[config.mk]
export PLATFORM = sky130hd
export DESIGN_NAME = pipe_hazard_ctrl
export DESIGN_NICKNAME = d
export VERILOG_FILES = /design/src/rtl/pipe_hazard_ctrl.sv
export SDC_FILE = /design/constraint.sdc
export NUM_CORES = 1
export LEC_CHECK = 0
export ABC_AREA = 1
export BUFFER_PORTS_ARGS = -buffer_cell sky130_fd_sc_hd__buf_2
export CAP_MARGIN = 10
export CORE_ASPECT_RATIO = 0.6
export CORE_MARGIN = 2
export CORE_UTILIZATION = 56
export DETAILED_ROUTE_END_ITERATION = 7
export GPL_ROUTABILITY_DRIVEN = 1
export PLACE_DENSITY = 0.88
export SETUP_SLACK_MARGIN = 0.1
export SYNTH_ARGS = -nofsm -noshare
export SYNTH_HDL_FRONTEND = slang
export SYNTH_SLANG_ARGS = --single-unit
export TNS_END_PERCENT = 10
[constraint.sdc]
create_clock -name clk -period 2.4 [get_ports clk]
set_input_delay 0.48 -clock clk [delete_from_list [all_inputs] [get_ports clk]]
set_output_delay 0.48 -clock clk [all_outputs]
set_load 0.02 [all_outputs]
[src/rtl/pipe_hazard_ctrl.sv]
// rtl/pipe_hazard_ctrl.sv - stall/flush/bubble controller for a 5-stage RISC-V pipeline
// Controls are combinational from state+inputs; state, wait counter, timeout flag and stall counter are registered.
module pipe_hazard_ctrl #(
  parameter int MEM_TIMEOUT = 255,
  parameter int CNT_W       = 32
) (
  input  logic             clk,
  input  logic             rst,
  input  logic [4:0]       id_rs1,
  input  logic [4:0]       id_rs2,
  input  logic             id_use_rs1,
  input  logic             id_use_rs2,
  input  logic [4:0]       ex_rd,
  input  logic             ex_mem_read,
  input  logic             ex_redirect,
  input  logic             ex_mdu_start,
  input  logic             mdu_done,
  input  logic             mem_req,
  input  logic             mem_ready,
  output logic             pc_stall,
  output logic             if_id_stall,
  output logic             if_id_flush,
  output logic             id_ex_stall,
  output logic             id_ex_flush,
  output logic             ex_mem_stall,
  output logic             ex_mem_bubble,
  output logic             mem_wb_bubble,
  output logic [1:0]       ctrl_state,
  output logic             mem_timeout,
  output logic [CNT_W-1:0] stall_cycles
);

  typedef enum logic [1:0] {
    RUN      = 2'd0,
    MEM_WAIT = 2'd1,
    MDU_WAIT = 2'd2
  } state_t;

  localparam logic [15:0] TIMEOUT_LIM = 16'(MEM_TIMEOUT);

  state_t           state, state_nxt;
  logic [15:0]      wait_cnt;
  logic             load_use;
  logic             mem_stall;

  assign load_use  = ex_mem_read && (ex_rd != 5'd0) &&
                     ((id_use_rs1 && (id_rs1 == ex_rd)) || (id_use_rs2 && (id_rs2 == ex_rd)));
  assign mem_stall = mem_req && !mem_ready;

  always_comb begin
    pc_stall      = 1'b0;
    if_id_stall   = 1'b0;
    if_id_flush   = 1'b0;
    id_ex_stall   = 1'b0;
    id_ex_flush   = 1'b0;
    ex_mem_stall  = 1'b0;
    ex_mem_bubble = 1'b0;
    mem_wb_bubble = 1'b0;
    state_nxt     = state;
    if (!rst) begin
      unique case (state)
        RUN: begin
          if (mem_stall) begin
            {pc_stall, if_id_stall, id_ex_stall, ex_mem_stall, mem_wb_bubble} = 5'b11111;
            state_nxt = MEM_WAIT;
          end else if (ex_mdu_start) begin
            {pc_stall, if_id_stall, id_ex_stall, ex_mem_bubble} = 4'b1111;
            state_nxt = MDU_WAIT;
          end else if (ex_redirect) begin
            {if_id_flush, id_ex_flush} = 2'b11;
          end else if (load_use) begin
            {pc_stall, if_id_stall, id_ex_flush} = 3'b111;
          end
        end
        MEM_WAIT: begin
          if (!mem_ready) begin
            {pc_stall, if_id_stall, id_ex_stall, ex_mem_stall, mem_wb_bubble} = 5'b11111;
          end else begin
            state_nxt = RUN;
          end
        end
        MDU_WAIT: begin
          // a pending memory stall freezes MEM and keeps mdu_done unconsumed
          if (mem_stall) begin
            {pc_stall, if_id_stall, id_ex_stall, ex_mem_stall, mem_wb_bubble} = 5'b11111;
          end else if (!mdu_done) begin
            {pc_stall, if_id_stall, id_ex_stall, ex_mem_bubble} = 4'b1111;
          end else begin
            state_nxt = RUN;
          end
        end
        default: state_nxt = RUN;
      endcase
    end
  end

  always_ff @(posedge clk) begin
    if (rst) begin
      state        <= RUN;
      wait_cnt     <= 16'd0;
      mem_timeout  <= 1'b0;
      stall_cycles <= '0;
    end else begin
      state <= state_nxt;
      if (pc_stall && (stall_cycles != {CNT_W{1'b1}})) begin
        stall_cycles <= stall_cycles + CNT_W'(1);
      end
      if ((state == RUN) && (state_nxt == MEM_WAIT)) begin
        wait_cnt <= 16'd0;
      end else if ((state == MEM_WAIT) && !mem_ready && (wait_cnt != TIMEOUT_LIM)) begin
        wait_cnt <= wait_cnt + 16'd1;
        if (wait_cnt == TIMEOUT_LIM - 16'd1) begin
          mem_timeout <= 1'b1;
        end
      end
    end
  end

  assign ctrl_state = state;

endmodule

=== Yosys cells after proc, flatten, opt, wreduce, memory -nomap -nowiden ===
Cells that the tools add are included.

* Input bits: 25
* Word-level logic and storage cells: 68
* Register bits: 51
* Output and inout bits: 43

* Add/sub/neg operators: 2
* Bitwise gates (word level): 1
* Eq/ne operators: 8
* Mux-type cells: 37
* Reductions and logical operators: 16

{| class="wikitable"
|+ Operators by type and width
! cell !! number
|-
| $add 32x1->32 const B || 1
|-
| $ne 32x32->1 const B || 1
|-
| $mux 1 || 26
|-
| $add 16x1->16 const B || 1
|-
| $eq 16x8->1 const B || 1
|-
| $ne 16x8->1 const B || 1
|-
| $mux 2 || 6
|-
| $eq 5x5->1 || 2
|-
| $logic_and 1x1->1 || 9
|-
| $pmux 1 s3 || 2
|-
| $pmux 2 s3 || 1
|-
| $reduce_bool 5->1 || 1
|-
| $eq 2x1->1 const B || 2
|-
| $pmux 1 s2 || 2
|-
| $reduce_or 2->1 || 2
|-
| $reduce_and 3->1 || 1
|-
| $eq 2x2->1 const B || 1
|-
| $logic_not 2->1 || 1
|-
| $logic_not 1->1 || 1
|-
| $logic_or 1x1->1 || 1
|-
| $not 1->1 || 1
|}

=== Depth between registers and ports, before layout ===
Gate-level depths: netlist (run 1).

* Depth after elaboration: 11
* Mapped depth: 12
* Gate-level depth less buffers: 12

=== Worst setup path after synthesis (run 1) ===
No wires, ideal clock.

* Kind: input-to-output
* Start: input mem_ready
* End: output pc_stall
* Required time: 1.920 ns
* Path slack: 0.356 ns
* Path buffers: 2
* Data arrival time: 1.564 ns
* Stages on the path: 9
* Path through: inv_1 -> nand2_1 -> o21ai_0 -> inv_1 -> nand2_1 -> nand2_1 -> nand2_1 -> buf_2 -> buf_4

* Word-level cells in the longest chain between the ends: 5
* Elaborated cells on any way between the ends: 7
* Those cells by class: mux (5); reduce/logical (2)

{| class="wikitable"
|+ Ends and longest elaborated chain
! element !! RTL line !! source
|-
| start, declared || 19 || <nowiki>input logic mem_ready,</nowiki>
|-
| $logic_not 1->1 || 48 || <nowiki>assign mem_stall = mem_req && !mem_ready;</nowiki>
|-
| $logic_and 1x1->1 || 48 ||
|-
| $mux 1, on equally long branches || -- ||
|-
| $pmux 1 s3 (*) || -- ||
|-
| $mux 1 (*) || -- ||
|-
| end, declared || 20 || <nowiki>output logic pc_stall,</nowiki>
|}

Mark *: on every way between the ends. The rest lies on a longest branch, timed or not.

=== Worst setup path after layout (run 1) ===
* Start: register state[1], in the netlist ctrl_state[1]
* End: output if_id_stall

* Word-level cells in the longest chain between the ends: 3
* Elaborated cells on any way between the ends: 5
* Those cells by class: eq/ne (2); mux (2); reduce/logical (1)

{| class="wikitable"
|+ Ends and longest elaborated chain
! element !! RTL line !! source
|-
| start, declared || 41 || <nowiki>state_t state, state_nxt;</nowiki>
|-
| start signal, assigned || 104 || <nowiki>state <= state_nxt;</nowiki>
|-
| $eq 2x2->1 (tied with other cells) || 61 || <nowiki>unique case (state)</nowiki>
|-
| $pmux 1 s3 (*) || 61 ||
|-
| $mux 1 (*) || 60 || <nowiki>if (!rst) begin</nowiki>
|-
| end, declared || 21 || <nowiki>output logic if_id_stall,</nowiki>
|}

Marked as above.

==> results of run 1 <==
-- area by class of cell --
cell class                 instances  area share (%)
inverter                          68            6.41
timing repair buffer              78            10.5
multi-input combinational        440            52.3
sequential                        51            25.6
clock buffer                       6            2.07
clock inverter                     2           0.409
tap                               84            2.64
-- cells by family (layout without fill, tap and decap cells) --
logic type      Yosys count  after routing  synth area share (%)
compound gates           59             59                  8.90
buf+inv                  85            154                  10.3
simple gates            357            357                  44.9
flops                    51             51                  29.5
fa+ha+maj                 3              3                  1.09
xor+xnor                 21             21                  5.32
-- per-layer routing --
layer  GRT usage, %  part of all wire (%)
met5              0                     0
met4           6.33                  0.89
met2           43.1                    40
met3           5.94                    12
met1           47.7                    48
-- final timing paths --
check	endpoint	from	depth (start not counted)
setup reg to reg	stall_cycles[9]$_SDFFE_PP0P_	stall_cycles[7]$_SDFFE_PP0P_	8
hold / removal	ctrl_state[0]$_SDFF_PP0_	rst	2
hold reg to reg	mem_timeout$_SDFFE_PP0P_	mem_timeout$_SDFFE_PP0P_	1
setup / recovery	if_id_stall	ctrl_state[1]$_SDFF_PP0_	8
-- state kept, by name, summed over array words and instances, names as in the netlist --
register / cells
wait_cnt: 16
mem_timeout: 1
ctrl_state: 2
stall_cycles: 32
-- synthesized netlist by cell type --
master / number
nand2_4: 1
and2_1: 1
o21ai_0: 8
a21oi_1: 45
nor3_2: 2
nand4_4: 1
nand3b_1: 9
inv_2: 5
clkbuf_1: 6
o22ai_1: 1
xnor2_1: 6
ha_1: 3
a211oi_1: 1
nand4_1: 9
buf_6: 3
buf_4: 2
nand2_1: 188
inv_1: 63
nor3b_2: 1
buf_1: 1
nor3_1: 23
nand3_1: 52
nor4_1: 2
nor2_4: 1
nor2_2: 1
dfxtp_1: 51
xor2_1: 15
buf_2: 5
nor2_1: 66
o21a_1: 2
o21ai_2: 1
o21ai_1: 1
-- report_power, final --
part / internal [mW] / switching, mW
registers: 0.852 / 0.00868
clock network: 0.236 / 0.305
logic: 0.0605 / 0.135
-- layout by cell type (no fill, tap or decap) --
| cell | n |
|---|---|
| o21a_1 | 2 |
| clkinv_4 | 1 |
| nor2_2 | 1 |
| clkbuf_8 | 6 |
| nor4_1 | 2 |
| nand2_4 | 1 |
| inv_2 | 5 |
| buf_2 | 67 |
| nor3_2 | 2 |
| and2_1 | 1 |
| nand2_1 | 188 |
| inv_1 | 63 |
| xor2_1 | 15 |
| o22ai_1 | 1 |
| o21ai_2 | 1 |
| xnor2_1 | 6 |
| nor2_4 | 1 |
| ha_1 | 3 |
| nand4_4 | 1 |
| nor3_1 | 23 |
| dfxtp_1 | 51 |
| nor2_1 | 66 |
| buf_4 | 11 |
| clkinvlp_4 | 1 |
| nand3b_1 | 9 |
| nand3_1 | 52 |
| nand4_1 | 9 |
| o21ai_1 | 1 |
| nor3b_2 | 1 |
| a21oi_1 | 45 |
| o21ai_0 | 8 |
| a211oi_1 | 1 |
-- critical path, stage by stage, from the launching register on --
cell,delay (ns)
dfxtp_1,0.35
inv_1,0.08
nand3_1,0.15
o21ai_0,0.12
inv_1,0.08
nand2_1,0.07
nand2_1,0.07
nand2_1,0.21
buf_2,0.21
-- stage by stage --
stage	setup slack (ns)	hold slack [ns]	util (%)	area (sq um)	power, mW
detailed placement	0.344	0.458	64.4	3880	1.07
floorplan	0.356	0.463	-	3460	1.01
CTS	0.254	0.416	66.0	3980	1.60
global route	0.127	0.427	66.0	3980	1.67
global placement	0.455	0.458	64.4	3880	1.07
finish	0.266	0.419	66.0	3980	1.60
==> flow_metrics.py, run 1 <==
metrics = {
    "status": {
        "status": "finished clean",
    },
    "synth": {
        "synth.largest_area_cell": "dfxtp_1",
        "synth_area_sq_um": 3460,
        "synthCells": 576,
        "syn_area_per_cell_sq_um": 6.01,
        "synth_cell_types": 32,
        "yosysSeqAreaShare_pct": 29.5,
        "synth_top_area_share_pct": 29.5,
        "synth-seq-cells": 51,
        "postSynthNetCount": 604,
        "ys_top_cells_by_area": "dfxtp_1 (30%), nand2_1 (20%), nand3_1 (7.5%)",
        "yosys_warnings": 0,
    },
    "sta": {
        "setup_violations": 0,
        "tightest_slew_ns": 0.437,
        "hold_viol_final": 0,
        "fmax_mhz": 469,
        "post-route-period-util_pct": 88.9,
        "relSlewSlack_pct": 70.7,
        "rsz0062_at_grt": "no",
        "fin_crit_ns": 2.13,
        "report.final.slew_viol_count": 0,
        "fin_skew_ns": 0.00928,
        "setup_tns_ns": 0,
    },
    "place": {
        "dpl.cell_count": 721,
        "place.gp.congestion": 0.980,
        "dp_hpwl_microns": 7870,
        "portBuffers": 67,
    },
    "detailed_routing": {
        "drt_iter0_markers": 336,
        "route.detailed.drc": 0,
        "drt-vias-per-instance": 5.44,
        "wire_per_inst_microns": 13.8,
        "routed_wirelength_microns": 10000,
        "drt_pass1_iterations": 5,
        "final_antenna_net_count": 0,
        "vias": 3969,
    },
    "worst_hold_path": {
        "hold_class": "primary input to register",
    },
    "cells_and_area": {
        "diodes": 0,
        "stdcell_count": 729,
        "fillCellCount": 577,
        "syn2layout_area_growth_pct": 15.1,
        "layout-drive-gt1-share_pct": 15.3,
        "multi_input_comb_area_sq_um": 2080,
        "regArea_sq_um": 1020,
        "nets": 672,
    },
    "floorplanning": {
        "core_sq_um": 6030,
        "std_cell_rows": 22,
        "dieArea_sq_um": 6840,
        "die_width_microns": 105,
        "initial_core_util_pct": 57.4,
        "chipHeight_microns": 64.9,
        "pin_count": 68,
    },
    "setup_path": {
        "worstSetupEndpointType": "output port",
        "critPathKind": "register to output port",
        "cp_max_fo": 5,
        "crit_required_ns": 1.92,
        "critPathLaunchType": "register",
        "arrival_ns": 1.65,
        "r2r_slack_ns": 0.38,
    },
    "clocking": {
        "h-tree-depth": 2,
        "cts_buffers": 5,
        "clk_latency_ns": 0.31,
        "cts_buffer_depth": 2,
        "hold_buffers": 0,
        "cts_resized": 0,
        "clkSinkCount": 51,
        "root_buffer": "clkbuf_8",
        "cts_tree": "built",
        "postCtsSetupRepairBufs": 0,
        "clk_pin_slew_ns": 0.10,
    },
    "pwr": {
        "power_density_nw_per_um2": 401,
        "power.leakage_nw": 1.77,
        "ir_worst_vdd_mv": 0.258,
    },
    "job": {
        "max_cap_violations": 0,
    },
    "global_route": {
        "grt_max_degree": 32,
        "grt_first_pass_wirelength_microns": 16700,
        "gr-total-overflow": 0,
        "grtUsageTotal_pct": 30.7,
        "grt_pass1_vias": 3471,
        "antenna_found_initial": 0,
    },
}
Note: power is estimated with default switching activity, not from simulation.
==> run 2: changes to the inputs <==
--- a/config.mk
+++ b/config.mk
@@ -10,10 +10,10 @@
 export CAP_MARGIN = 10
 export CORE_ASPECT_RATIO = 0.6
 export CORE_MARGIN = 2
-export CORE_UTILIZATION = 56
+export CORE_UTILIZATION = 50
 export DETAILED_ROUTE_END_ITERATION = 7
 export GPL_ROUTABILITY_DRIVEN = 1
-export PLACE_DENSITY = 0.88
+export PLACE_DENSITY = 0.83
 export SETUP_SLACK_MARGIN = 0.1
 export SYNTH_ARGS = -nofsm -noshare
 export SYNTH_HDL_FRONTEND = slang
==> constraint.sdc (replaced) <==
create_clock -name clk -period 1.75 [get_ports clk]
set_input_delay 0.35 -clock clk [delete_from_list [all_inputs] [get_ports clk]]
set_output_delay 0.35 -clock clk [all_outputs]
set_load 0.02 [all_outputs]
==> flow_metrics.py, run 2 (synthesized netlist as in run 1, its figures left out) <==
metrics = {
    "sta": {
        "rsz0062_at_grt": "yes",
        "tightest_slew_ns": 0.494,
        "report.final.slew_viol_count": 0,
        "fin_crit_ns": 1.87,
        "fin_skew_ns": 0.0114,
        "setup_tns_ns": -0.140,
        "worst_slack_ns": -0.119,
        "post-route-period-util_pct": 107,
        "relSlewSlack_pct": 66.9,
        "setup_violations": 6,
        "fmax_mhz": 535,
        "hold_viol_final": 0,
    },
    "cells_and_area": {
        "fin_area_sq_um": 5170,
        "final_common_cell": "nand2_1",
        "top_register": "stall_cycles",
        "syn2layout_area_growth_pct": 49.4,
        "final_cell_mix": "nand2_1 (175), buf_2 (62), nor2_1 (60), inv_1 (57), buf_4 (56)",
        "layout-drive-gt1-share_pct": 36.0,
        "fillCellCount": 463,
        "diodes": 0,
        "largest_reg_flops": 32,
        "stdcell_count": 795,
        "nets": 735,
    },
    "detailed_routing": {
        "drt_pass1_iterations": 5,
        "route.detailed.drc": 0,
        "vias": 4626,
        "drt_iter0_markers": 542,
        "final_antenna_net_count": 0,
        "routed_wirelength_microns": 13700,
        "drt-vias-per-instance": 5.82,
        "wire_per_inst_microns": 17.2,
    },
    "setup_path": {
        "critPathKind": "register to register",
        "cp_max_fo": 5,
        "cp_slowest_cell": "dfxtp_1",
        "critPathLaunchType": "register",
        "crit_required_ns": 1.95,
        "path_cells": "buf_4 -> inv_1 -> nor3_1 -> nand2_1 -> nor2_1 -> nand3_1 -> nand2_1 -> nand3_2 -> a21oi_1",
        "arrival_ns": 2.07,
        "worstSetupEndpointType": "register",
        "crit_path_max_incr_delay_ns": 0.35,
        "worstPathBufferInverterCount": 2,
        "cpMostUsedCell": "nand2_1",
        "cp_top_family": "simple AND/OR/NAND/NOR gates",
    },
    "pwr": {
        "combPwrFrac_pct": 16.8,
        "pwr-share-seq_pct": 44.0,
        "power_density_nw_per_um2": 519,
        "p_sw_mw": 0.760,
        "p_int_mw": 1.92,
        "sw_frac_of_total_pct": 28.3,
        "ir_worst_vdd_mv": 0.500,
        "power.leakage_nw": 2.32,
        "clkPwrFrac_pct": 39.2,
        "power.total_mw": 2.68,
    },
    "floorplanning": {
        "core_sq_um": 6680,
        "dieArea_sq_um": 7620,
        "std_cell_rows": 23,
        "initial_core_util_pct": 51.8,
        "pin_count": 68,
        "die_width_microns": 111,
        "chipHeight_microns": 68.4,
    },
    "place": {
        "dp_slack_ns": -0.116,
        "dp_hpwl_microns": 8500,
        "portBuffers": 67,
        "dpl.cell_count": 760,
        "place_area_sq_um": 4200,
        "place.gp.congestion": 1.00,
    },
    "clocking": {
        "h-tree-depth": 2,
        "clk_latency_ns": 0.30,
        "clk_pin_slew_ns": 0.08,
        "cts_buffers": 5,
        "clkSinkCount": 51,
        "root_buffer": "clkbuf_16",
        "cts_tree": "built",
        "hold_buffers": 0,
        "cts_buffer_depth": 2,
    },
    "global_route": {
        "gr-total-overflow": 0,
        "grtUsageMet3_pct": 8.95,
        "grt_first_pass_wirelength_microns": 19300,
        "use_met2_pct": 48.9,
        "grt_pass1_vias": 3886,
        "gr-usage-met1_pct": 46.4,
        "grtUsageTotal_pct": 32.5,
        "grt_busiest_layer": "met2",
        "grt_max_degree": 32,
        "antenna_found_initial": 0,
    },
    "job": {
        "max_cap_violations": 0,
    },
    "status": {
        "status": "finished with violations",
        "violations": "negative setup slack",
    },
    "worst_hold_path": {
        "hold_class": "primary input to register",
    },
}
==> run 2: changes by cell type in the layout (fill, tap and decap cells not counted), sizes merged <==
| cell | delta |
|---|---|
| clkbuf | +1 |
| nand2 | +3 |
| buf | +59 |
==> run 2: routing by layer <==
layer	vias to the layer above	part of all wire [%]	wire length, microns
li1	2111	-	-
met1	2143	41	5640
met2	333	43	5870
met3	39	13	1830
met4	0	2.6	354
met5	-	0	0
==> run 2: area by class of cell <==
| class | instances | area [sq um] | area share (%) |
|---|---|---|---|
| multi-input combinational | 443 | 2500 | 48.4 |
| timing repair buffer | 138 | 1090 | 21.1 |
| inverter | 68 | 255 | 4.94 |
| sequential | 51 | 1060 | 20.4 |
| clock buffer | 6 | 139 | 2.69 |
| tap | 87 | 109 | 2.11 |
| clock inverter | 2 | 16.3 | 0.315 |
==> run 2: worst paths after layout <==
| path | from | endpoint | slack [ns] | cells past startpoint |
|---|---|---|---|---|
| min reg2reg | stall_cycles[10]$_SDFFE_PP0P_ | stall_cycles[10]$_SDFFE_PP0P_ | 0.51 | 2 |
| min | rst | ctrl_state[0]$_SDFF_PP0_ | 0.33 | 2 |
| max | stall_cycles[15]$_SDFFE_PP0P_ | stall_cycles[29]$_SDFFE_PP0P_ | -0.12 | 9 |
| max reg2reg | stall_cycles[15]$_SDFFE_PP0P_ | stall_cycles[29]$_SDFFE_PP0P_ | -0.12 | 9 |
==> run 2: repair_timing <==
item	CTS	global route
setup endpoints to repair	41	54
hold endpoints to repair	0	0
buffers inserted	12	8
gates resized for setup	59	72
cloned	5	2
pin swaps	15	16
==> run 2: power groups by stage <==
| stage | Clock [mW] | Sequential [mW] | Combinational [mW] |
|---|---|---|---|
| 3_5_place_dp | 0 | 1.21 | 0.281 |
| 5_1_grt | 1.10 | 1.18 | 0.479 |
| 4_1_cts | 1.05 | 1.18 | 0.381 |
| 6_report | 1.05 | 1.18 | 0.452 |
| 3_3_place_gp | 0 | 1.21 | 0.274 |
| 2_1_floorplan | 0 | 1.22 | 0.182 |
==> run 2: metrics by stage <==
| step | util, % | hold slack, ns |
|---|---|---|
| after detailed placement | 62.9 | 0.491 |
| after CTS | 71.6 | 0.327 |
| final | 77.4 | 0.329 |
| after global routing | 77.4 | 0.343 |
| after floorplan | - | 0.463 |
| after global placement | 62.9 | 0.479 |
